===== config.mk =====
export PLATFORM = sky130hd
export DESIGN_NAME = alu_seq
export DESIGN_NICKNAME = d
export VERILOG_FILES = /design/src/rtl/alu_pkg.sv /design/src/rtl/alu_mul_seq.sv /design/src/rtl/alu_seq.sv
export SDC_FILE = /design/constraint.sdc
export NUM_CORES = 1
export LEC_CHECK = 0
export CAP_MARGIN = 20
export CORE_MARGIN = 2
export CORE_UTILIZATION = 37
export CTS_BUF_LIST = sky130_fd_sc_hd__clkbuf_16
export DETAILED_ROUTE_END_ITERATION = 8
export PLACE_DENSITY = 0.64
export SLEW_MARGIN = 20
export SYNTH_ARGS = -nofsm -noshare
export SYNTH_HDL_FRONTEND = slang
export SYNTH_SLANG_ARGS = --single-unit

===== constraint.sdc =====
create_clock -name clk -period 3.75 [get_ports clk]
set_clock_uncertainty 0.1 [all_clocks]
set_input_delay 0.9375 -clock clk [delete_from_list [all_inputs] [get_ports clk]]
set_output_delay 0.9375 -clock clk [all_outputs]
set_load 0.01 [all_outputs]

===== src/rtl/alu_pkg.sv =====
// Shared types for the sequenced ALU: opcode encoding, flag bit positions
// and FSM state encoding.
package alu_pkg;

    // Codes 0-7 keep the legacy 3-bit ALU encoding unchanged.
    typedef enum logic [3:0] {
        OP_OR    = 4'd0,
        OP_AND   = 4'd1,
        OP_XOR   = 4'd2,
        OP_NAND  = 4'd3,
        OP_PASSB = 4'd4,
        OP_INC   = 4'd5,
        OP_ADD   = 4'd6,
        OP_SUB   = 4'd7,
        OP_SLL   = 4'd8,
        OP_SRL   = 4'd9,
        OP_SRA   = 4'd10,
        OP_SLT   = 4'd11,
        OP_MUL   = 4'd12,
        OP_MULHU = 4'd13,
        OP_RSV14 = 4'd14,
        OP_RSV15 = 4'd15
    } opcode_e;

    // Positions inside the 4-bit {N,Z,C,V} flag vector.
    localparam int FLAG_N = 3;
    localparam int FLAG_Z = 2;
    localparam int FLAG_C = 1;
    localparam int FLAG_V = 0;

    typedef enum logic [1:0] {
        IDLE = 2'd0,
        MUL  = 2'd1,
        DONE = 2'd2
    } state_e;

    // True for the opcodes that go through the iterative multiplier.
    function automatic logic is_mul_op(input logic [3:0] op);
        return (op == OP_MUL) || (op == OP_MULHU);
    endfunction

endpackage


===== src/rtl/alu_mul_seq.sv =====
// Iterative unsigned shift-add multiplier. One partial product per cycle,
// WIDTH cycles per multiply; done pulses for one cycle with prod valid.
module alu_mul_seq #(
    parameter int WIDTH = 16
) (
    input  logic                 clk,
    input  logic                 rst_n,
    input  logic                 start,
    input  logic [WIDTH-1:0]     A,
    input  logic [WIDTH-1:0]     B,
    output logic                 done,
    output logic                 busy,
    output logic [2*WIDTH-1:0]   prod
);

    localparam int CW = $clog2(WIDTH);

    logic [WIDTH-1:0]   r_mcand;
    logic [2*WIDTH-1:0] r_prod;
    logic [CW-1:0]      r_cnt;
    logic               r_run;
    logic               r_done;
    logic [WIDTH:0]     w_add;

    // Multiplier stays in the low half and is consumed one bit per step;
    // the upper half accumulates with a carry bit that shifts back in.
    assign w_add = r_prod[0] ? ({1'b0, r_prod[2*WIDTH-1:WIDTH]} + {1'b0, r_mcand})
                             :  {1'b0, r_prod[2*WIDTH-1:WIDTH]};

    // Load on start, then WIDTH add-and-shift iterations counted 0..WIDTH-1.
    always_ff @(posedge clk or negedge rst_n) begin
        if (!rst_n) begin
            r_mcand <= '0;
            r_prod  <= '0;
            r_cnt   <= '0;
            r_run   <= 1'b0;
            r_done  <= 1'b0;
        end else begin
            r_done <= 1'b0;
            if (start) begin
                r_mcand <= A;
                r_prod  <= {{WIDTH{1'b0}}, B};
                r_cnt   <= '0;
                r_run   <= 1'b1;
            end else if (r_run) begin
                r_prod <= {w_add, r_prod[WIDTH-1:1]};
                if (r_cnt == CW'(WIDTH-1)) begin
                    r_cnt  <= '0;
                    r_run  <= 1'b0;
                    r_done <= 1'b1;
                end else begin
                    r_cnt <= r_cnt + 1'b1;
                end
            end
        end
    end

    assign done = r_done;
    assign busy = r_run;
    assign prod = r_prod;

endmodule


===== src/rtl/alu_seq.sv =====
// Single-issue ALU execution unit with valid/ready on both sides.
// Single-cycle ops resolve combinationally and land in the output
// registers one edge after accept; MUL/MULHU run through alu_mul_seq.
//
//   state | meaning
//   IDLE  | no result held, ready for a new operation
//   MUL   | multiply in flight, input side stalled
//   DONE  | result valid on z/flags, held until out_ready
module alu_seq
    import alu_pkg::*;
#(
    parameter int WIDTH = 16
) (
    input  logic             clk,
    input  logic             rst_n,
    input  logic             in_valid,
    output logic             in_ready,
    input  logic [WIDTH-1:0] A,
    input  logic [WIDTH-1:0] B,
    input  logic [3:0]       opcode,
    output logic             out_valid,
    input  logic             out_ready,
    output logic [WIDTH-1:0] z,
    output logic [3:0]       flags,
    output logic             busy
);

    localparam int SHW = $clog2(WIDTH);
    localparam int MSB = WIDTH - 1;

    state_e             r_state;
    logic               r_out_valid;
    logic [WIDTH-1:0]   r_z;
    logic [3:0]         r_flags;
    logic               r_mul_hi;

    logic               w_accept;
    logic               w_is_mul;
    logic [WIDTH:0]     w_sum;
    logic [WIDTH:0]     w_inc;
    logic [WIDTH:0]     w_diff;
    logic [SHW-1:0]     w_shamt;
    logic               w_lt;
    logic [WIDTH-1:0]   w_alu_z;
    logic               w_alu_c;
    logic               w_alu_v;
    logic [3:0]         w_alu_flags;
    logic               w_mul_done;
    logic               w_mul_busy;
    logic [2*WIDTH-1:0] w_mul_prod;
    logic [WIDTH-1:0]   w_mul_z;
    logic [3:0]         w_mul_flags;

    // Ready never looks at in_valid, so upstream can use it without a loop.
    assign in_ready = (r_state == IDLE) || ((r_state == DONE) && out_ready);
    assign w_accept = in_valid && in_ready;
    assign w_is_mul = is_mul_op(opcode);

    assign w_sum   = {1'b0, A} + {1'b0, B};
    assign w_inc   = {1'b0, A} + {{WIDTH{1'b0}}, 1'b1};
    assign w_diff  = {1'b0, A} - {1'b0, B};
    assign w_shamt = B[SHW-1:0];
    assign w_lt    = $signed(A) < $signed(B);

    // Single-cycle datapath; carry/overflow only meaningful for INC/ADD/SUB.
    always_comb begin
        w_alu_z = '0;
        w_alu_c = 1'b0;
        w_alu_v = 1'b0;
        case (opcode)
            OP_OR:    w_alu_z = A | B;
            OP_AND:   w_alu_z = A & B;
            OP_XOR:   w_alu_z = A ^ B;
            OP_NAND:  w_alu_z = ~(A & B);
            OP_PASSB: w_alu_z = B;
            OP_INC: begin
                w_alu_z = w_inc[WIDTH-1:0];
                w_alu_c = w_inc[WIDTH];
                w_alu_v = ~A[MSB] & w_inc[MSB];
            end
            OP_ADD: begin
                w_alu_z = w_sum[WIDTH-1:0];
                w_alu_c = w_sum[WIDTH];
                w_alu_v = (A[MSB] == B[MSB]) && (w_sum[MSB] != A[MSB]);
            end
            OP_SUB: begin
                // Top bit of the widened difference is the unsigned borrow.
                w_alu_z = w_diff[WIDTH-1:0];
                w_alu_c = w_diff[WIDTH];
                w_alu_v = (A[MSB] != B[MSB]) && (w_diff[MSB] != A[MSB]);
            end
            OP_SLL:   w_alu_z = A << w_shamt;
            OP_SRL:   w_alu_z = A >> w_shamt;
            OP_SRA:   w_alu_z = $signed(A) >>> w_shamt;
            OP_SLT:   w_alu_z = {{(WIDTH-1){1'b0}}, w_lt};
            default:  w_alu_z = '0;
        endcase
    end

    // Flag vector for single-cycle results; reserved ops fall out as Z only.
    always_comb begin
        w_alu_flags         = '0;
        w_alu_flags[FLAG_N] = w_alu_z[MSB];
        w_alu_flags[FLAG_Z] = (w_alu_z == '0);
        w_alu_flags[FLAG_C] = w_alu_c;
        w_alu_flags[FLAG_V] = w_alu_v;
    end

    alu_mul_seq #(.WIDTH(WIDTH)) u_mul (
        .clk   (clk),
        .rst_n (rst_n),
        .start (w_accept && w_is_mul),
        .A     (A),
        .B     (B),
        .done  (w_mul_done),
        .busy  (w_mul_busy),
        .prod  (w_mul_prod)
    );

    assign w_mul_z = r_mul_hi ? w_mul_prod[2*WIDTH-1:WIDTH] : w_mul_prod[WIDTH-1:0];

    // Multiply results carry only N and Z.
    always_comb begin
        w_mul_flags         = '0;
        w_mul_flags[FLAG_N] = w_mul_z[MSB];
        w_mul_flags[FLAG_Z] = (w_mul_z == '0);
    end

    // Control FSM and output registers; z/flags move only when a result lands.
    always_ff @(posedge clk or negedge rst_n) begin
        if (!rst_n) begin
            r_state     <= IDLE;
            r_out_valid <= 1'b0;
            r_z         <= '0;
            r_flags     <= '0;
            r_mul_hi    <= 1'b0;
        end else if (w_accept) begin
            if (w_is_mul) begin
                r_state     <= MUL;
                r_out_valid <= 1'b0;
                r_mul_hi    <= (opcode == OP_MULHU);
            end else begin
                r_state     <= DONE;
                r_out_valid <= 1'b1;
                r_z         <= w_alu_z;
                r_flags     <= w_alu_flags;
            end
        end else begin
            case (r_state)
                MUL: begin
                    if (w_mul_done) begin
                        r_state     <= DONE;
                        r_out_valid <= 1'b1;
                        r_z         <= w_mul_z;
                        r_flags     <= w_mul_flags;
                    end
                end
                DONE: begin
                    if (out_ready) begin
                        r_state     <= IDLE;
                        r_out_valid <= 1'b0;
                    end
                end
                default: begin
                    r_state <= r_state;
                end
            endcase
        end
    end

    assign out_valid = r_out_valid;
    assign z         = r_z;
    assign flags     = r_flags;
    assign busy      = w_mul_busy;

endmodule


==> flow_metrics.tcl, run 1 <==
set metrics [dict create \
    slew_headroom_pct 33.3 \
    pwr_density_cell_mw_per_mm2 454 \
    htree_levels 3 \
    diodes 0 \
    grt_pass1_vias 10738 \
    port_buffers 62 \
    initial_core_util_pct 37.9 \
    r2r_cells 11 \
    fin_cells 1865 \
    ys_ff_latch 76 \
    timing.hold.ws_ns 0.382 \
    yosys_warnings 0 \
    final_util_pct 56.6 \
    numCtsBuffers 9 \
    maxSlewViolCount 0 \
    crit_family "compound AO/OA/AOI/OAI gates" \
    synth-compound-area-share_pct 25.2 \
    holdBufCountCts 0 \
    coreArea_mm2 0.0245 \
    rows 57 \
    path_cells "clkdlybuf4s50_1 -> buf_4 -> ha_1 -> nand2_1 -> o21ai_0 -> o211ai_1 -> o311ai_0 -> a2111oi_2 -> buf_4 -> o211ai_1 -> nor2_1 -> nand4_1 -> or4b_1 -> o21ai_1" \
    ios 63 \
    die_h_um 162 \
    worstSetupStartpointType "input pin" \
    grtUsageTotal_pct 30.4 \
    overflow 0 \
    p_total_mw 6.28 \
    worstHoldPathCells 2 \
    final_cell_mix "buf_4 (335), nand2_1 (121), o21ai_0 (114)" \
    endpoint "flags[2]" \
    crit_type "in2reg" \
    clockBufferDepth 2 \
    worst_skew_pair.late_latency_ns 0.34 \
    final_common_cell "buf_4" \
    crit_path_top_delay_cell "or4b_1" \
    routed-via-count 11058 \
    synth_top_family_by_area "compound AO/OA/AOI/OAI gates" \
    viasPerCell 5.93 \
    leakagePower_nw 6.14 \
    fmax_mhz 263 \
    min_period_ns 3.81 \
    path_depth 14 \
    crit_start "B[9]" \
    dp_hpwl_mm 31.1 \
    drc 0 \
    yosys.area_share.simple_pct 21.1 \
    synth_flop_cell "dfrtp_1" \
    hp-class "reg2reg" \
    syn_area_mm2 0.00927 \
    finalCritPeriodShare_pct 102 \
    syn-num-nets 1299 \
    critPathCaptureType "flop" \
    avgSynthCellArea_um2 7.84 \
    crit_path_max_incr_delay_ns 0.51 \
    clock-sinks 76 \
    fin_tns_setup_ns -0.0580 \
    worst_slew_pin_slew_ns 1.00 \
    synth_mux_area_share_pct 12.9 \
    cts_tree "built" \
    nets 1653 \
    synth-xor-area-share_pct 3.31 \
    rr_endpoint "u_mul.prod[30]" \
    layout_setup_ws_ns -0.0580 \
    hold_viol 0 \
    peakVddDrop_uv 654 \
    clk_pin_slew_worst_paths_ns 0.07 \
    cp.required_ns 3.93 \
    arrival_ns 3.98 \
    ant_nets 0 \
    dp_cells 1801 \
    worst-path-buf-inv 3 \
    grt_max_degree 77 \
    outcome "complete, but fails checks" \
    drive_above_1_share_pct 36.9 \
    first_iter_violations 993 \
    maxCapViolCount 0 \
    antenna_found_initial 1 \
    place.gp.congestion 1.00 \
    grt_pass1_wl_mm 61.5 \
    rrSetupSlack_ns 0.51 \
    ys_seq_area_share_pct 20.5 \
    root_buffer "clkbuf_16" \
    area_growth_pct 49.4 \
    synth_edf_count 0 \
    timing.rr.start "u_mul.r_mcand[5]" \
    wire_per_inst_um 22.0 \
    synth_fa_ha_area_share_pct 10.6 \
    synth_cell_types 89 \
    violations "setup timing" \
    first_pass_iters 6 \
    rsz0062_at_grt "true" \
    synthArstFlopShare_pct 100 \
    worstPathMaxFanout 4 \
    syn_inst 1182 \
    die_area_mm2 0.0263 \
    setup_viol 1 \
    routed_wl_mm 41.1 \
    fp.dieW_um 162 \
]
[synthesized netlist by cell type (all sizes together), types with 16 or more instances]
master  instances  area share (%)
dfrtp          76              21
nand3          25             1.3
nor3           37             2.1
mux2           21             2.7
a211oi         19             1.6
mux2i          61             6.6
nand4          16             1.1
a21oi          60             3.2
buf            29             1.8
a31oi          17             1.1
ha             74              10
inv            53             2.1
o21ai         130             7.1
nor2b          24             1.6
clkbuf         56             2.3
xnor2          26             2.5
nor2           81             3.3
nand2         123             5.0
[metrics by stage]
stage	setup WS [ns]	area, µm²
2_1_floorplan	-0.124	9310
3_3_place_gp	-1.12	12500
3_5_place_dp	-1.11	12500
4_1_cts	-0.0235	13500
5_1_grt	-0.163	13900
6_report	-0.0580	13900
[logic make-up (layout without fill, tap and decap cells)]
family / after synthesis / count (layout)
AND/OR/NAND/NOR: 396 / 396
AO/OA/AOI/OAI: 362 / 362
buffers and inverters: 139 / 498
multiplexers: 97 / 97
adder cells (fa/ha/maj): 77 / 77
flip-flops: 76 / 76
XOR/XNOR: 35 / 35
[state kept, by name, indices dropped and copies added, names as in the netlist]
register       count
u_mul.busy         1
u_mul.done         1
u_mul.r_cnt        4
u_mul.r_mcand     16
u_mul.prod        32
r_state            2
flags              3
r_mul_hi           1
z                 16
[routing by layer]
metal  part of all wire (%)  vias to the layer above  track usage [%]  wire length [µm]
li1                       -                     5088                -                 -
met1                     40                     5223             39.0             16300
met2                     46                      605             50.6             18900
met3                    8.4                      142             4.11              3430
met4                    5.9                        0             14.7              2440
met5                      0                        -                0                 0
[worst min-delay path, stage by stage, from the launching register on]
cell     delay, ns
dfrtp_1       0.35
nand2_1       0.05
o21ai_0       0.06
[what timing repair did]
item | in CTS | in global routing
buffers inserted | 35 | 14
endpoints found under the setup margin | 11 | 9
pin swaps | 40 | 39
cloned | 1 | 1
resized for setup | 157 | 82
hold endpoints to repair | 0 | 0
[worst min path at each step]
stage                      from               end  slack [ns]
2_1_floorplan  u_mul.r_mcand[0]  u_mul.r_mcand[0]        0.36
3_3_place_gp              z[11]             z[11]        0.37
3_5_place_dp               z[9]              z[9]        0.37
4_1_cts                    z[9]              z[9]        0.39
5_1_grt                    z[1]              z[1]        0.40
6_report                   z[0]              z[0]        0.38
[area by class of cell]
class	instances	area, µm²
Clock inverter	7	41.3
Timing Repair Buffer	428	3580
Inverter	54	211
Sequential cell	76	1900
Clock buffer	9	225
Multi-Input combinational cell	967	7480
Tap cell	324	405
Fill cell	2186	10600
[power breakdown]
group          switching (mW)  internal [mW]
Clock                   0.350          0.444
Sequential              0.379           1.22
Combinational            2.00           1.89
Power figures use the tool's default switching activity.
==> inputs of run 2 (changes only) <==
Settings changed: CAP_MARGIN 20 to not set.
==> results of run 2 <==
Same layout as run 1: the final DEF is identical, and so are final timing and power.
==> inputs of run 3 (changes only) <==
Settings changed: SETUP_SLACK_MARGIN set to 0.05.
==> run 3 against run 2 <==
The run still ends with setup timing left. Global-route usage grew 0.15 points. Setup slack improved by 0.0052 ns. Clock-buffer cell count unchanged. Clock power barely moved. Sequential share of layout area shrank 0.072 points. Largest power group unchanged.
==> flow_metrics.tcl, run 3 (synthesis results as in run 1) <==
set metrics [dict create \
    diodes 0 \
    timing.rr.start "u_mul.r_mcand[5]" \
    crit_family "compound AO/OA/AOI/OAI gates" \
    htree_levels 3 \
    die_area_mm2 0.0263 \
    maxSlewViolCount 0 \
    fmax_mhz 263 \
    cts_tree "built" \
    worst-path-buf-inv 3 \
    worst_slew_pin_slew_ns 1.01 \
    final_util_pct 56.9 \
    first_pass_iters 7 \
    hp-class "reg2reg" \
    dp_hpwl_mm 31.1 \
    largest_reg_flops 32 \
    crit_type "in2reg" \
    area_growth_pct 50.2 \
    drc 0 \
    antenna_found_initial 0 \
    routed_wl_mm 40.9 \
    die_h_um 162 \
    finalCritPeriodShare_pct 101 \
    overflow 0 \
    crit_path_max_incr_delay_ns 0.47 \
    outcome "complete, but fails checks" \
    path_cells "clkdlybuf4s50_1 -> buf_4 -> ha_1 -> nand2_1 -> o21ai_0 -> o211ai_1 -> o311ai_0 -> a2111oi_2 -> buf_4 -> o211ai_1 -> nor2_1 -> nand4_1 -> or4b_1 -> o21ai_1" \
    peakVddDrop_uv 660 \
    final_cell_mix "buf_4 (330), nand2_1 (120), o21ai_0 (113)" \
    min_period_ns 3.80 \
    setup_viol 1 \
    slew_headroom_pct 32.7 \
    hp-start "z[0]" \
    grt_pass1_vias 10779 \
    place.gp.congestion 1.00 \
    grtUsageTotal_pct 30.6 \
    r2r_cells 11 \
    clock-sinks 76 \
    coreArea_mm2 0.0245 \
    grt_pass1_wl_mm 61.8 \
    cp.required_ns 3.92 \
    root_buffer "clkbuf_16" \
    clk_pin_slew_worst_paths_ns 0.07 \
    viasPerCell 5.93 \
    rrSetupSlack_ns 0.50 \
    routed-via-count 11058 \
    arrival_ns 3.98 \
    crit_start "B[9]" \
    leakagePower_nw 6.15 \
    pwr_density_cell_mw_per_mm2 452 \
    worst_hold_path.endpoint "z[0]" \
    port_buffers 62 \
    hold_viol 0 \
    crit_path_top_delay_cell "or4b_1" \
    p_total_mw 6.30 \
    worstSetupStartpointType "input pin" \
    final_common_cell "buf_4" \
    grt_max_degree 77 \
    fp.dieW_um 162 \
    rows 57 \
    ant_nets 0 \
    rsz0062_at_grt "true" \
    numCtsBuffers 9 \
    layout_setup_ws_ns -0.0528 \
    worst_skew_pair.late_latency_ns 0.34 \
    clockBufferDepth 2 \
    worstPathMaxFanout 4 \
    rr_endpoint "u_mul.prod[30]" \
    violations "setup timing" \
    maxCapViolCount 0 \
    critPathCaptureType "flop" \
    holdBufCountCts 0 \
    nets 1653 \
    drive_above_1_share_pct 37.1 \
    first_iter_violations 1042 \
    worstHoldPathCells 2 \
    initial_core_util_pct 37.9 \
    ios 63 \
    wire_per_inst_um 22.0 \
]
-- run 3: what timing repair did --
action,CTS,global route
gates cloned,1,0
pin swaps,39,31
hold endpoints to repair,0,0
setup endpoints to repair,12,10
buffers inserted,43,6
resized for setup,172,82
-- run 3: worst reg2reg max path, stage by stage, from the launching register on --
cell and delay, ns:
dfrtp_1 0.40, ha_1 0.35, o21a_1 0.21, o21ai_0 0.29, nor2_1 0.13, a2111oi_0 0.58
o311ai_0 0.31, a21o_1 0.24, a21oi_1 0.18, xnor2_1 0.14, mux2i_1 0.09, a21oi_1 0.16
-- run 3: area by class of cell --
type / count / area [µm²]
fill: 2177 / 10500
multi-input combinational: 967 / 7510
timing repair buffer: 428 / 3620
sequential: 76 / 1900
tap: 324 / 405
clock buffer: 9 / 225
inverter: 54 / 216
clock inverter: 7 / 41.3
-- run 3: power by group --
part | internal, mW | switching [mW] | total, mW
registers | 1.22 | 0.379 | 1.60
logic | 1.89 | 2.02 | 3.91
clock network | 0.444 | 0.350 | 0.794
total | 3.55 | 2.74 | 6.30
-- run 3: stage by stage --
step	instance area, µm²	setup TNS [ns]	setup WS, ns	hold slack [ns]	std cells
4_1_cts	13600	0	0.00848	0.388	1861
3_5_place_dp	12500	-9.06	-1.11	0.373	1801
6_report	13900	-0.0528	-0.0528	0.382	1865
2_1_floorplan	9310	-0.124	-0.124	0.356	1182
5_1_grt	13900	-0.135	-0.119	0.403	1865
3_3_place_gp	12500	-8.15	-1.12	0.368	1801
-- run 3: worst max-delay path by stage --
stage | to | depth (start not counted)
6_report | flags[2] | 14
5_1_grt | flags[2] | 14
4_1_cts | flags[2] | 15
3_5_place_dp | flags[2] | 15
3_3_place_gp | flags[2] | 15
2_1_floorplan | flags[2] | 13
-- run 3: metal layers --
metal	part of all wire (%)	global-route usage, %	up-vias
li1	-	-	5096
met1	40	38.9	5255
met2	46	50.7	565
met3	8.1	4.11	142
met4	6.3	15.8	0
met5	0	0	-
==> patch 1: new RTL, config.mk and constraints of run 1 <==
`WIDTH` is set to 16 in 2 places; all go to 32.
--- a/src/rtl/alu_mul_seq.sv
+++ b/src/rtl/alu_mul_seq.sv
@@ -1,7 +1,7 @@
 // Iterative unsigned shift-add multiplier. One partial product per cycle,
 // WIDTH cycles per multiply; done pulses for one cycle with prod valid.
 module alu_mul_seq #(
-    parameter int WIDTH = 16
+    parameter int WIDTH = 32
 ) (
     input  logic                 clk,
     input  logic                 rst_n,
--- a/src/rtl/alu_seq.sv
+++ b/src/rtl/alu_seq.sv
@@ -9,7 +9,7 @@
 module alu_seq
     import alu_pkg::*;
 #(
-    parameter int WIDTH = 16
+    parameter int WIDTH = 32
 ) (
     input  logic             clk,
     input  logic             rst_n,
Interface: changed (resized A, B and z); port bits go from 63 to 111. The function was not compared with the original's and may differ.
==> patch 1 against run 1 <==
- the flow still finishes with violations (setup timing)
- synthesized cell count rose by 110%
- via count increased by 120%
- first-iteration DRC count grew to 2.6 times the old value
- cell area grew 120%
- clock power is 110% higher
- routed wire length increased by 150%
- sequential cell count increased by 65
- count of clock-buffer cells in the layout rose by 8
- worst setup slack got worse by 470 ps
- area after synthesis is 110% higher
- fmax decreased by 11%
- power is 110% higher
- global-route usage increased by 6.4 points
- largest power group unchanged
==> patch 1: results <==
metrics = {
    "outcome": {
        "status": "complete, but fails checks",
        "violations": "setup timing",
    },
    "cts": {
        "ctsLongestPathBuffers": 2,
        "clock_latency_ps": 430,
        "cts_root_buf": "clkbuf_16",
        "cts_buffers": 17,
        "cts_max_level": 4,
        "clkTransAtPathRegs_ps": 60,
    },
    "drt": {
        "first_pass_iters": 6,
        "routed_wl_um": 102000,
        "viasPerCell": 6.04,
        "drtIter0Drc": 2586,
    },
    "global_routing": {
        "grt_antenna_before_repair": 1,
        "grt_max_degree": 87,
        "first_global_vias": 23500,
        "grt_pass1_wl_um": 150000,
        "grt_usage": 0.368,
    },
    "place": {
        "gp_congestion": 1.03,
        "port_buffers": 110,
        "dp_hpwl_um": 80300,
        "dpl_cell_area_um2": 26600,
    },
    "synthesis": {
        "yosysUniqueCellTypes": 88,
        "synth_nets": 2740,
        "seq_area_frac_synth": 0.183,
        "synthFlopType": "dfrtp_1",
        "yosysWarnings": 0,
        "synth_common_cells": "293 x nand2_1, 243 x o21ai_0, 183 x nor2_1",
        "synth-async-reset-ratio": 1.00,
        "ys_top_cells_by_area": "dfrtp_1 18%, ha_1 9.3%, mux2i_1 7.9%, o21ai_0 6.3%, nand2_1 5.7%",
    },
    "pwr": {
        "ir_drop_mv": 0.342,
        "total_leakage_power_nw": 13.4,
    },
    "setup_path": {
        "crit_arrival_ps": 4520,
        "cp_max_fo": 5,
    },
    "sta": {
        "relSlewSlack": 0.460,
        "finalSetupTns_ps": -2260,
        "setup_viol": 10,
        "fin_ws_ps": -533,
    },
    "finish": {
        "largest_reg_flops": 64,
        "layout.nets": 3548,
        "antenna_cells": 0,
        "layout-drive-gt1-share": 0.402,
    },
    "worst_hold_path": {
        "hp-class": "reg2reg",
    },
}
## patch 1: cell count changes after synthesis, sizes merged, moves of 89 or more
cell           run 1  this run
nand2            123       293
a21oi             60       163
clkbuf            56       145
o21ai            130       249
mux2i             61       152
nor2              81       183
## patch 1: cell families after synthesis
group	after synthesis	share of synthesized area
XOR/XNOR	62	0.0281
AND/OR/NAND/NOR	786	0.188
buffers and inverters	322	0.0683
AO/OA/AOI/OAI	819	0.276
flip-flops	141	0.183
adder cells (fa/ha/maj)	147	0.0965
multiplexers	244	0.160
## patch 1: power breakdown
group	internal (mW)	switching (mW)
sequential	2.22	0.679
combinational	4.04	4.48
clock	0.923	0.720
## patch 1: final timing paths
check	end	start	slack, ps	depth (start not counted)
min	z[19]	z[19]	380	2
min in group asynchronous	u_mul.prod[43]	rst_n	420	1
max reg2reg	u_mul.prod[63]	u_mul.r_mcand[9]	120	15
min reg2reg	z[19]	z[19]	380	2
max	flags[2]	A[7]	-530	16
max in group asynchronous	u_mul.prod[42]	rst_n	2290	2
## patch 1: layer usage
metal	part of all wire	wire length (um)	global-route usage	up-vias
met5	0	0	0	-
met4	0.056	5730	0.180	0
met3	0.070	7170	0.0306	241
met2	0.45	46000	0.585	1237
met1	0.42	43300	0.502	11900
li1	-	-	-	11000
## patch 1: metrics by stage
step                instances  worst slack, ps
floorplan                2521             -856
global placement         3882            -1650
detailed placement       3882            -1760
CTS                      3990             -566
global route             4022             -712
finish                   4022             -533
## patch 1: area by class of cell
cell class                 count  area (um2)
clock buffer                  17         425
clock inverter                15         139
fill                        4686       21500
inverter                     116         483
multi-input combinational   2058       16200
sequential                   141        3530
tap                          680         851
timing repair buffer         995        8320
## patch 1: critical path: stages
cell and delay (ps):
dlygate4sd2_1 270, buf_4 190, buf_4 160, mux2_2 280
buf_4 150, o221ai_1 230, buf_4 180, o22ai_1 130
o21ai_1 170, buf_4 160, nand2_1 90, a2111o_1 410
or4_4 530, nor4_4 260, nand4_1 130, o31ai_2 240
## patch 1: what timing repair did
action | CTS | global route
setup endpoints to repair | 36 | 26
buffers inserted | 78 | 33
resized for setup | 448 | 136
pin swaps | 88 | 72
gates cloned | 0 | 2
==> patch 2: new RTL, config.mk and constraints of run 1 <==
Made on the original files. Make the reset (`rst_n`) synchronous in 2 clocked blocks.
--- a/src/rtl/alu_mul_seq.sv
+++ b/src/rtl/alu_mul_seq.sv
@@ -28,7 +28,7 @@
                              :  {1'b0, r_prod[2*WIDTH-1:WIDTH]};
 
     // Load on start, then WIDTH add-and-shift iterations counted 0..WIDTH-1.
-    always_ff @(posedge clk or negedge rst_n) begin
+    always_ff @(posedge clk) begin
         if (!rst_n) begin
             r_mcand <= '0;
             r_prod  <= '0;
--- a/src/rtl/alu_seq.sv
+++ b/src/rtl/alu_seq.sv
@@ -127,7 +127,7 @@
     end
 
     // Control FSM and output registers; z/flags move only when a result lands.
-    always_ff @(posedge clk or negedge rst_n) begin
+    always_ff @(posedge clk) begin
         if (!rst_n) begin
             r_state     <= IDLE;
             r_out_valid <= 1'b0;
Function: differs if rst_n is asserted again (counterexample within 4 cycles, from zero or initial values and one cycle with rst_n low); with rst_n held inactive, the same outputs for 10 cycles.
==> patch 2 against run 1 <==
- register-to-register slack better by 140 ps
- worst setup slack better by 84 ps
- sequential cell count did not move
- routed wire length shrank 1.6%
- largest cell class unchanged
- area after synthesis up 3.8%
- hold slack worse by 21 ps
- highest routed layer unchanged
- critical path depth is 3 lower
- cell area decreased by 4.8%
- fmax is 2.3% higher
Power is not compared: it rests on default switching activity, and its combinational part moved more than twofold at a synthesized area within 25%.
==> patch 2: results <==
metrics = {
    "outcome": {
        "status": "complete, no violations",
    },
    "drt": {
        "wl_per_cell_um": 21.7,
        "drtIter0Drc": 1282,
        "routed_wl_um": 40400,
        "wl_met1_um": 17700,
        "dr_wl_met3_um": 3650,
        "dr_wl_met2_um": 17600,
        "viasPerCell": 6.04,
    },
    "global_routing": {
        "grt_max_degree": 59,
        "grt_usage": 0.294,
        "first_global_vias": 10500,
        "grt_antenna_before_repair": 0,
    },
    "synthesis": {
        "synthFlopType": "dfxtp_1",
        "seq_area_frac_synth": 0.158,
        "synth-async-reset-ratio": 0,
        "synth_cells": 1259,
    },
    "place": {
        "dpl_cell_area_um2": 12400,
        "dp_hpwl_um": 31500,
    },
    "finish": {
        "buffer_area_frac": 0.223,
        "multi_input_area_share": 0.589,
        "inverters": 63,
        "buffers": 360,
    },
    "sta": {
        "whs_ps": 361,
        "max_freq_mhz": 269,
        "tightest_slew_ps": 896,
    },
    "worst_hold_path": {
        "hold-path-endpoint": "z[7]",
    },
    "setup_path": {
        "crit_arrival_ps": 3910,
        "timing.critical_path.from": "A[11]",
        "rrSetupSlack_ps": 650,
        "r2r_end": "u_mul.prod[31]",
        "slowest_stage": "mux4_2",
        "path_delay_family": "buffers and inverters",
    },
    "cts": {
        "cts_resized": 46,
    },
}
patch 2: cell count changes in the layout (fill, tap and decap cells not counted), moves of 20 or more:
| cell | before | now |
|---|---|---|
| a21boi_0 | 1 | 36 |
| dfrtp_1 | 75 | 0 |
| inv_1 | 39 | 59 |
| buf_4 | 335 | 286 |
| o21ai_0 | 114 | 50 |
| dfxtp_1 | 0 | 75 |
patch 2: layer usage:
metal  vias to the layer above  global-route usage
met3                       103              0.0519
li1                       5219                   -
met2                       570               0.454
met4                         0               0.101
met1                      5335               0.411
met5                         -                   0
patch 2: cell families after synthesis:
family,synth area share
AOI/OAI and AO/OA,0.285
DFF,0.158
xor gates and xnor gates,0.0319
adders and majority gates,0.102
buffers and inverters,0.0727
muxes,0.129
and+or+nand+nor,0.221
patch 2: report_power, final:
| group | total (mW) | switching [mW] | internal [mW] |
|---|---|---|---|
| Sequential | 0.871 | 0.0309 | 0.840 |
| Combinational | 1.43 | 0.768 | 0.665 |
| Clock | 0.899 | 0.332 | 0.567 |
